--- src/rtl/matrix_result_unloader_pkg.sv ---
// Shared definitions for the matrix multiplier result path.
// Holds the result store geometry defaults and the unloader state encodings so
// the controller FSM, datapath and unloader all agree on them.
package matrix_result_unloader_pkg;

    localparam int DATA_W  = 16;
    localparam int ENTRIES = 4;
    localparam int ENTRY_W = 2;

    // Unloader state encodings.
    localparam logic [2:0] ST_IDLE    = 3'd0;
    localparam logic [2:0] ST_FETCH   = 3'd1;
    localparam logic [2:0] ST_WAIT    = 3'd2;
    localparam logic [2:0] ST_PRESENT = 3'd3;
    localparam logic [2:0] ST_RELEASE = 3'd4;

    // One streamed result entry as seen by downstream logic.
    typedef struct packed {
        logic [DATA_W-1:0]  data;
        logic [ENTRY_W-1:0] index;
        logic               last;
    } result_beat_t;

endpackage

--- src/rtl/matrix_result_unloader.sv ---
// Result RAM reader / streamer.
// When the controller holds done (Store state) and the unit is armed, each of
// the ENTRIES result words is read from the result RAM in turn and offered on a
// valid/ready port, the final one tagged with out_last. After the last
// handshake a single-cycle release pulse is issued.
//
// Ports
//   clock          single clock, all logic on its rising edge
//   reset          synchronous, active-high
//   done           controller done level
//   rd_en/rd_addr  result RAM read strobe and entry index (registered)
//   rd_data        RAM data, valid the cycle after rd_en
//   out_valid/out_ready/out_data/out_index/out_last   output stream
//   busy           high whenever not IDLE
//   release_pulse  one-cycle pulse after the last entry is accepted
//                  (named so because "release" is a reserved word)
//
// state    | meaning
// ---------+--------------------------------------------------------
// IDLE     | waiting for done while armed
// FETCH    | rd_en high for one cycle, rd_addr = idx
// WAIT     | RAM returns data; captured into the output register
// PRESENT  | out_valid high, beat held until out_ready
// RELEASE  | release_pulse high for one cycle, idx cleared
module matrix_result_unloader
    import matrix_result_unloader_pkg::*;
#(
    parameter int P_DATA_W  = DATA_W,
    parameter int P_ENTRIES = ENTRIES,
    parameter int P_ENTRY_W = ENTRY_W
) (
    input  logic                 clock,
    input  logic                 reset,
    input  logic                 done,
    output logic                 rd_en,
    output logic [P_ENTRY_W-1:0] rd_addr,
    input  logic [P_DATA_W-1:0]  rd_data,
    output logic                 out_valid,
    input  logic                 out_ready,
    output logic [P_DATA_W-1:0]  out_data,
    output logic [P_ENTRY_W-1:0] out_index,
    output logic                 out_last,
    output logic                 busy,
    output logic                 release_pulse
);

    localparam logic [P_ENTRY_W-1:0] LAST_IDX = P_ENTRY_W'(P_ENTRIES - 1);

    logic [2:0]           state;
    logic [P_ENTRY_W-1:0] idx;
    logic                 armed;
    logic                 idx_is_last;

    assign idx_is_last = (idx == LAST_IDX);
    assign out_index   = idx;
    assign busy        = (state != ST_IDLE);

    always_ff @(posedge clock) begin
        if (reset) begin
            state         <= ST_IDLE;
            idx           <= '0;
            armed         <= 1'b1;
            rd_en         <= 1'b0;
            rd_addr       <= '0;
            out_valid     <= 1'b0;
            out_data      <= '0;
            out_last      <= 1'b0;
            release_pulse <= 1'b0;
        end else begin
            // Strobes are single-cycle unless re-asserted below.
            rd_en         <= 1'b0;
            release_pulse <= 1'b0;

            case (state)
                ST_IDLE: begin
                    // armed only returns once done has been seen low, so a
                    // long done level produces exactly one unload.
                    if (done && armed) begin
                        state   <= ST_FETCH;
                        armed   <= 1'b0;
                        rd_en   <= 1'b1;
                        rd_addr <= idx;
                    end else if (!done) begin
                        armed <= 1'b1;
                    end
                end

                ST_FETCH: begin
                    state <= ST_WAIT;
                end

                ST_WAIT: begin
                    out_data  <= rd_data;
                    out_last  <= idx_is_last;
                    out_valid <= 1'b1;
                    state     <= ST_PRESENT;
                end

                ST_PRESENT: begin
                    if (out_ready) begin
                        out_valid <= 1'b0;
                        out_last  <= 1'b0;
                        if (idx_is_last) begin
                            state         <= ST_RELEASE;
                            release_pulse <= 1'b1;
                        end else begin
                            // Read strobe for the next entry issues from this
                            // edge so FETCH sees it registered.
                            idx     <= idx + 1'b1;
                            rd_en   <= 1'b1;
                            rd_addr <= idx + 1'b1;
                            state   <= ST_FETCH;
                        end
                    end
                end

                ST_RELEASE: begin
                    idx   <= '0;
                    state <= ST_IDLE;
                end

                default: begin
                    state <= ST_IDLE;
                end
            endcase
        end
    end

endmodule

--- config.mk ---
export PLATFORM = sky130hd
export DESIGN_NAME = matrix_result_unloader
export DESIGN_NICKNAME = d
export VERILOG_FILES = /design/src/rtl/matrix_result_unloader_pkg.sv /design/src/rtl/matrix_result_unloader.sv
export SDC_FILE = /design/constraint.sdc
export NUM_CORES = 1
export LEC_CHECK = 0
export CORE_MARGIN = 1
export CORE_UTILIZATION = 42
export CTS_BUF_LIST = sky130_fd_sc_hd__clkbuf_16
export CTS_CLUSTER_DIAMETER = 40
export DETAILED_ROUTE_END_ITERATION = 12
export PLACE_DENSITY = 0.77
export SYNTH_ARGS = -nofsm -noshare
export SYNTH_HDL_FRONTEND = slang
export SYNTH_SLANG_ARGS = --single-unit
export TNS_END_PERCENT = 20
--- constraint.sdc ---
create_clock -name clock -period 1.6 [get_ports clock]
set_input_delay 0.32 -clock clock [delete_from_list [all_inputs] [get_ports clock]]
set_output_delay 0.32 -clock clock [all_outputs]
set_load 0.03 [all_outputs]
==> impl_metrics.py, run 1 <==
metrics = {
    "detailed_routing": {
        "drt_wl_total_um": 2590,
        "wire_per_inst_um": 12.6,
        "first_pass_iters": 4,
        "routed_via_density": 4.97,
        "num_vias": 1023,
        "final_antenna_net_count": 0,
        "drtIter0Drc": 14,
        "drc": 0,
    },
    "timing": {
        "period_needed_ns": 1.57,
        "drv_slew": 0,
        "setup_tns_ns": 0,
        "tightest_slew_ns": 0.435,
        "setup_slack_ns": 0.0268,
        "hold_violations": 0,
        "finalSetupViolations": 0,
        "rsz0062_at_grt": "no",
        "fin_crit_sh_pct": 98.3,
        "relSlewSlack_pct": 71.0,
        "max_freq_ghz": 0.636,
        "finClkSkew_ns": 0.000756,
    },
    "pwr": {
        "power_frac_clock_pct": 32.2,
        "power_switching_mw": 0.452,
        "p_per_area_nw_per_um2": 990,
        "p_int_mw": 1.25,
        "power.leakage_nw": 0.905,
        "pwr-share-seq_pct": 45.7,
        "switching_share_pct": 26.5,
        "total_power_mw": 1.70,
        "ir_worst_vdd_v": 0.000830,
        "combPwrFrac_pct": 22.1,
    },
    "clock_network": {
        "numCtsBuffers": 3,
        "cts_tree": "yes",
        "cts-root-buf": "clkbuf_16",
        "clk_path_buf_depth": 2,
        "htree_levels": 1,
        "clk_latency_ns": 0.26,
        "clkTransAtPathRegs_ns": 0.06,
        "clock-sinks": 28,
    },
    "final_layout": {
        "nNetsFinal": 198,
        "final_cell_mix": "34 x nand2_1, 27 x dfxtp_1, 24 x clkdlybuf4s50_1, 21 x a21oi_1, 13 x dlymetal6s2s_1",
        "n_fill_cell": 226,
        "drive_gt1_share_pct": 9.66,
        "antenna_cells": 0,
        "multi_input_area_um2": 528,
        "syn_to_final_growth_pct": 47.2,
        "layout.area.seq_um2": 562,
        "final_common_cell": "nand2_1",
    },
    "placed_design": {
        "gp_congestion": 0.774,
        "numPortBuffers": 44,
        "hpwl_um": 1870,
        "dp_slack_ns": -0.0274,
    },
    "min_path": {
        "holdPathStages": 2,
        "hold_path.class": "reg2reg",
    },
    "critical_path": {
        "critPathKind": "reg2out",
        "cp.depth": 1,
        "r2r_cells": 3,
        "cp_slowest_cell": "clkdlybuf4s50_1",
        "crit_path_max_fanout": 2,
        "worstPathCellList": "clkdlybuf4s50_1",
        "worstPathRequired_ns": 1.28,
        "max_stage_delay_ns": 0.67,
        "start_kind": "register",
        "crit_arrival_ns": 1.25,
        "critPathTopFamily": "buffers and inverters",
        "path_buf_inv": 1,
        "endpoint_kind": "primary output",
    },
    "global_routing": {
        "grt-ovfl-total": 0,
        "grt_max_degree": 17,
        "antenna_found_initial": 0,
        "grt_pass1_wl_um": 3730,
        "grt.total_usage_pct": 17.8,
        "grt_pass1_vias": 883,
    },
    "floorplan": {
        "die-area_um2": 3000,
        "core.rowCount": 18,
        "initial_core_util_pct": 46.0,
        "io_pins": 45,
        "core-area_um2": 2540,
        "die_x_um": 54.8,
        "die_y_um": 54.8,
    },
    "logic_synthesis": {
        "netlist_area_um2": 1170,
        "ys_seq_area_share_pct": 47.9,
        "syn_nets": 152,
        "syn_inst": 131,
        "yosys_warnings": 0,
        "ys_types": 34,
        "syn_area_per_cell_um2": 8.93,
        "ys_ff_latch": 28,
    },
    "outcome": {
        "status": "complete, no violations",
    },
    "job": {
        "maxCapViolCount": 0,
    },
}
-- registers in the layout, summed over array words and instances (netlist names) --
| name | cells |
|---|---|
| out_last | 1 |
| out_valid | 1 |
| armed | 1 |
| rd_addr | 2 |
| out_index | 2 |
| release_pulse | 1 |
| out_data | 16 |
| state | 3 |
| rd_en | 1 |
-- cell type report --
class / count / share of cell area [%]
Clock buffer: 3 / 4.36
Sequential cell: 28 / 32.6
Tap cell: 30 / 2.18
Timing Repair Buffer: 50 / 29.5
Multi-Input combinational cell: 92 / 30.7
Inverter: 2 / 0.436
Clock inverter: 1 / 0.218
-- Yosys cell counts --
library cell / number / area [µm²]
a211o_1: 1 / 8.76
a211oi_1: 2 / 15.0
a21o_1: 1 / 7.51
a21oi_1: 21 / 105
a221oi_1: 2 / 17.5
a22o_1: 1 / 8.76
a31oi_1: 1 / 6.26
and2_1: 1 / 6.26
and3_1: 1 / 6.26
and4b_1: 1 / 10.0
buf_6: 5 / 56.3
buf_8: 1 / 15.0
clkbuf_1: 3 / 11.3
dfxtp_1: 28 / 561
ha_1: 1 / 12.5
inv_1: 2 / 7.51
mux2i_1: 1 / 10.0
nand2_1: 34 / 128
nand2_2: 1 / 6.26
nand2b_1: 1 / 6.26
nand3_1: 1 / 5.00
nand3b_1: 1 / 7.51
nand3b_2: 1 / 11.3
nand4b_4: 1 / 23.8
nor2_1: 4 / 15.0
nor2b_1: 1 / 6.26
nor3_1: 2 / 10.0
nor3_2: 1 / 10.0
nor3b_4: 1 / 18.8
o21ai_0: 5 / 25.0
or3_1: 1 / 6.26
or3b_1: 1 / 8.76
xnor2_1: 1 / 8.76
xor2_1: 1 / 8.76
-- metrics by stage --
step	hold WS, ns	instances	instance area (µm²)	utilization [%]
after floorplan	0.427	131	1170	-
after global placement	0.433	202	1610	63.2
after detailed placement	0.442	202	1610	63.2
after CTS	0.456	206	1680	66.0
after global routing	0.475	206	1720	67.7
final	0.450	206	1720	67.7
-- power by group through the flow --
stage	Combinational, mW	Clock [mW]	Sequential [mW]
floorplan	0.176	0	0.856
global placement	0.375	0	0.792
detailed placement	0.380	0	0.793
CTS	0.378	0.564	0.777
global route	0.404	0.584	0.785
finish	0.377	0.550	0.778
-- timing repair --
item,in CTS,in global routing
gates cloned,0,0
hold buffers,0,0
setup endpoints to repair,6,28
buffers inserted,0,0
endpoints found under the hold margin,0,0
gates resized for setup,6,16
-- logic make-up after synthesis --
kind of cell    synth area share [%]
compound gates                  16.6
xor+xnor                        1.50
fa+ha+maj                       1.07
buf+inv                         7.70
flops                           47.9
mux                            0.856
simple gates                    24.4
-- routing by layer --
metal | vias to the layer above | GRT usage, % | part of all wire (%)
li1 | 536 | - | -
met1 | 452 | 20.8 | 44
met2 | 31 | 29.3 | 47
met3 | 4 | 4.17 | 7.1
met4 | 0 | 10.3 | 1.8
met5 | - | 0 | 0
-- worst paths after layout --
check,start,endpoint,slack (ns)
max,out_data[0],out_data[0],0.03
max reg2reg,state[2],rd_addr[0],0.15
min reg2reg,out_data[7],out_data[7],0.45
min,out_data[7],out_data[7],0.45
Note: power is estimated with default switching activity, not from simulation.
==> run 2, diff against run 1 <==
SETUP_SLACK_MARGIN = 0.2   (was not set)
==> impl_metrics.py, run 2 (same netlist as run 1, synthesis figures left out) <==
metrics = {
    "clock_network": {
        "numCtsBuffers": 3,
        "clk_latency_ns": 0.26,
        "clk_path_buf_depth": 2,
        "holdBufCountCts": 0,
        "cts_tree": "yes",
        "clock-sinks": 28,
        "clkTransAtPathRegs_ns": 0.06,
        "cts-root-buf": "clkbuf_16",
        "htree_levels": 1,
    },
    "final_layout": {
        "final_common_cell": "nand2_1",
        "largest_reg_flops": 16,
        "drive_gt1_share_pct": 13.6,
        "final_cell_mix": "34 x nand2_1, 25 x dfxtp_1, 21 x a21oi_1, 18 x clkdlybuf4s50_1, 17 x dlymetal6s2s_1",
        "largest_register": "out_data",
        "final_cells": 207,
        "syn_to_final_growth_pct": 49.2,
        "top_regs": "out_data (16), state (3)",
        "nNetsFinal": 199,
        "antenna_cells": 0,
    },
    "detailed_routing": {
        "wl_met2_um": 1260,
        "drc": 0,
        "top_layer": "met4",
        "num_vias": 1020,
        "drtIter0Drc": 11,
        "drt-met1-wl_um": 1120,
        "dr_wl_met3_um": 180,
        "drt_wl_total_um": 2610,
        "final_antenna_net_count": 0,
        "routed_via_density": 4.93,
        "first_pass_iters": 4,
        "wire_per_inst_um": 12.6,
    },
    "timing": {
        "hold_violations": 0,
        "rsz0062_at_grt": "yes",
        "max_freq_ghz": 0.696,
        "finalSetupViolations": 0,
        "finClkSkew_ns": 0.00233,
        "fin_crit_sh_pct": 89.7,
        "period_needed_ns": 1.44,
        "relSlewSlack_pct": 77.5,
        "drv_slew": 0,
        "tightest_slew_ns": 0.336,
        "setup_slack_ns": 0.164,
    },
    "floorplan": {
        "core-area_um2": 2540,
        "die_x_um": 54.8,
        "io_pins": 45,
        "initial_core_util_pct": 46.0,
        "core.rowCount": 18,
        "die_y_um": 54.8,
        "die-area_um2": 3000,
    },
    "critical_path": {
        "crit_path_max_fanout": 10,
        "endpoint_kind": "primary output",
        "start_kind": "register",
        "crit_arrival_ns": 1.12,
        "critPathKind": "reg2out",
        "worstPathRequired_ns": 1.28,
    },
    "pwr": {
        "ir_worst_vdd_v": 0.000837,
        "power.leakage_nw": 0.976,
        "p_per_area_nw_per_um2": 978,
        "total_power_mw": 1.71,
    },
    "placed_design": {
        "dp.cells": 202,
        "hpwl_um": 1870,
        "numPortBuffers": 44,
        "gp_congestion": 0.774,
        "dp_slack_ns": -0.0274,
    },
    "global_routing": {
        "antenna_found_initial": 0,
        "grt_pass1_vias": 887,
        "grt.total_usage_pct": 17.8,
        "grt_pass1_wl_um": 3730,
        "grt-ovfl-total": 0,
        "grt_max_degree": 17,
    },
    "min_path": {
        "hold_path.class": "reg2reg",
    },
    "outcome": {
        "status": "complete, no violations",
    },
    "job": {
        "maxCapViolCount": 0,
    },
}
[run 2: layout make-up]
type | instances | area [µm²]
fillers | 221 | 800
flip-flops and latches | 28 | 567
multi-input cells | 92 | 532
repair buffers | 51 | 523
clock buffers | 3 | 75.1
well taps | 30 | 37.5
inverters | 2 | 7.51
clock inverters | 1 | 3.75
[run 2: timing repair]
item,4_1_cts,5_1_grt
endpoints found under the hold margin,0,0
pin swaps,0,2
gates resized for setup,8,29
endpoints found under the setup margin,43,37
buffers inserted,0,1
[run 2: worst max-delay path, stage by stage (launching register included)]
cell and delay (ns):
dfxtp_4 0.39, nor3_4 0.25, inv_2 0.07, buf_6 0.14
[run 2: metrics by stage]
step / instance area (µm²) / hold WS (ns) / setup TNS [ns] / util [%]
4_1_cts: 1680 / 0.456 / 0 / 65.9
3_3_place_gp: 1610 / 0.433 / 0 / 63.2
5_1_grt: 1750 / 0.472 / 0 / 68.6
3_5_place_dp: 1610 / 0.442 / -0.0350 / 63.2
6_report: 1750 / 0.450 / 0 / 68.6
2_1_floorplan: 1170 / 0.427 / 0 / -
[run 2: report_power, final]
part,leakage [nW],switching (mW),internal (mW),total [mW]
Clock,0.0385,0.215,0.334,0.549
Sequential,0.230,0.0340,0.743,0.777
Combinational,0.708,0.205,0.175,0.381
Total,0.976,0.454,1.25,1.71
[run 2: layer usage]
| metal | global-route usage [%] | vias up |
|---|---|---|
| met2 | 29.5 | 29 |
| met5 | 0 | - |
| met3 | 4.17 | 4 |
| met1 | 20.6 | 449 |
| li1 | - | 538 |
| met4 | 10.3 | 0 |
[run 2: worst paths after layout]
kind,slack (ns),cells past startpoint,startpoint,end
hold reg to reg,0.45,2,out_data[7],out_data[7]
hold / removal,0.45,2,out_data[7],out_data[7]
setup reg to reg,0.29,4,out_index[0],rd_addr[0]
setup / recovery,0.16,3,state[2],busy
==> run 3, diff against run 2 <==
CELL_PAD_IN_SITES_DETAIL_PLACEMENT = 0   (was not set)
CELL_PAD_IN_SITES_GLOBAL_PLACEMENT = 1   (was not set)
CORE_UTILIZATION = 31   (was 42)
PLACE_DENSITY = not set   (was 0.77)
PLACE_DENSITY_LB_ADDON = 0.1   (was not set)
==> impl_metrics.py, run 3 (same netlist as run 1, synthesis figures left out) <==
metrics = {
    "critical_path": {
        "critPathTopFamily": "buffers and inverters",
        "path_buf_inv": 1,
        "worstPathRequired_ns": 1.28,
        "max_stage_delay_ns": 0.42,
        "cp_slowest_cell": "dlygate4sd2_1",
        "critPathKind": "reg2out",
        "endpoint_kind": "primary output",
        "start_kind": "register",
        "crit_arrival_ns": 1.07,
        "worstPathCellList": "dlygate4sd2_1",
        "crit_path_max_fanout": 5,
    },
    "final_layout": {
        "fin_area_um2": 1840,
        "syn_to_final_growth_pct": 57.0,
        "nNetsFinal": 205,
        "largest_register": "out_data",
        "largest_reg_flops": 16,
        "final_cell_mix": "34 x nand2_1, 25 x dfxtp_1, 21 x a21oi_1, 19 x clkdlybuf4s50_1, 17 x dlymetal6s2s_1",
        "multi_input_area_um2": 528,
        "final_cells": 229,
        "antenna_cells": 0,
        "n_fill_cell": 333,
        "layout.area.seq_um2": 569,
        "top_regs": "out_data (16), state (3)",
        "drive_gt1_share_pct": 15.8,
        "final_common_cell": "nand2_1",
    },
    "clock_network": {
        "clock-sinks": 28,
        "clkTransAtPathRegs_ns": 0.07,
        "cts_tree": "yes",
        "cts-root-buf": "clkbuf_16",
        "clk_path_buf_depth": 2,
        "htree_levels": 1,
        "holdBufCountCts": 0,
        "numCtsBuffers": 3,
        "clk_latency_ns": 0.26,
    },
    "detailed_routing": {
        "first_pass_iters": 4,
        "num_vias": 1065,
        "final_antenna_net_count": 0,
        "drt_wl_total_um": 2710,
        "drc": 0,
        "routed_via_density": 4.65,
        "drtIter0Drc": 30,
        "wire_per_inst_um": 11.8,
    },
    "timing": {
        "period_needed_ns": 1.39,
        "hold_violations": 0,
        "finalSetupViolations": 0,
        "tightest_slew_ns": 0.332,
        "drv_slew": 0,
        "fin_crit_sh_pct": 87.1,
        "relSlewSlack_pct": 77.9,
        "rsz0062_at_grt": "yes",
        "finClkSkew_ns": 0.00278,
        "setup_tns_ns": 0,
        "max_freq_ghz": 0.718,
    },
    "placed_design": {
        "postPlaceCellArea_um2": 1640,
        "gp_congestion": 0.763,
        "numPortBuffers": 44,
        "hpwl_um": 1940,
        "dp.cells": 220,
    },
    "floorplan": {
        "io_pins": 45,
        "initial_core_util_pct": 33.7,
        "die_x_um": 63.4,
        "die_y_um": 63.4,
        "die-area_um2": 4020,
        "core-area_um2": 3470,
        "core.rowCount": 21,
    },
    "global_routing": {
        "antenna_found_initial": 0,
        "grt_pass1_wl_um": 4530,
        "grt_max_degree": 17,
        "grt-ovfl-total": 0,
        "grt_pass1_vias": 1007,
        "grt.total_usage_pct": 14.0,
    },
    "pwr": {
        "power_frac_clock_pct": 38.2,
        "combPwrFrac_pct": 21.2,
        "power_switching_mw": 0.479,
        "switching_share_pct": 25.1,
        "power.leakage_nw": 1.03,
        "pwr-share-seq_pct": 40.6,
        "p_int_mw": 1.43,
        "p_per_area_nw_per_um2": 1040,
        "ir_worst_vdd_v": 0.000418,
    },
    "min_path": {
        "hold_path.class": "reg2reg",
    },
    "job": {
        "maxCapViolCount": 0,
    },
    "outcome": {
        "status": "complete, no violations",
    },
}
[run 3: final timing paths]
path	slack (ns)	startpoint	end	depth (start not counted)
max	0.21	out_index[0]	out_index[0]	1
min	0.45	out_data[0]	out_data[0]	2
max reg2reg	0.25	out_index[0]	rd_addr[0]	4
min reg2reg	0.45	out_data[0]	out_data[0]	2
[run 3: final cells by class]
type | count | share of cell area, %
inverter | 2 | 0.409
clock buffer | 3 | 4.09
clock inverter | 1 | 1.63
tap | 46 | 3.13
multi-input combinational | 92 | 28.7
sequential | 28 | 31.0
timing repair buffer | 57 | 31.0
[run 3: layer usage]
metal	vias up	global-route usage [%]	routed length (µm)
met5	-	0	0
met4	0	4.55	8
met3	2	2.54	132
met2	31	24.2	1320
met1	482	17.4	1250
li1	550	-	-
[run 3: per-stage QoR]
stage	hold slack (ns)	power [mW]	util, %	setup WS [ns]
final	0.452	1.91	53.0	0.206
after floorplan	0.427	1.03	-	0.214
after CTS	0.458	1.93	51.7	0.00563
after detailed placement	0.448	1.18	47.4	-0.0290
after global routing	0.469	1.99	53.0	0.138
after global placement	0.434	1.18	47.4	-0.00554
[run 3: power groups by stage]
| stage | clock (mW) | combinational [mW] | sequential [mW] |
|---|---|---|---|
| floorplan | 0 | 0.176 | 0.856 |
| global placement | 0 | 0.386 | 0.793 |
| detailed placement | 0 | 0.388 | 0.794 |
| CTS | 0.747 | 0.403 | 0.775 |
| global route | 0.773 | 0.436 | 0.780 |
| finish | 0.730 | 0.404 | 0.774 |
[run 3: timing repair]
item	CTS	global route
endpoints found under the hold margin	0	0
buffers inserted	5	0
pin swaps	1	1
endpoints found under the setup margin	41	35
resized for setup	14	21
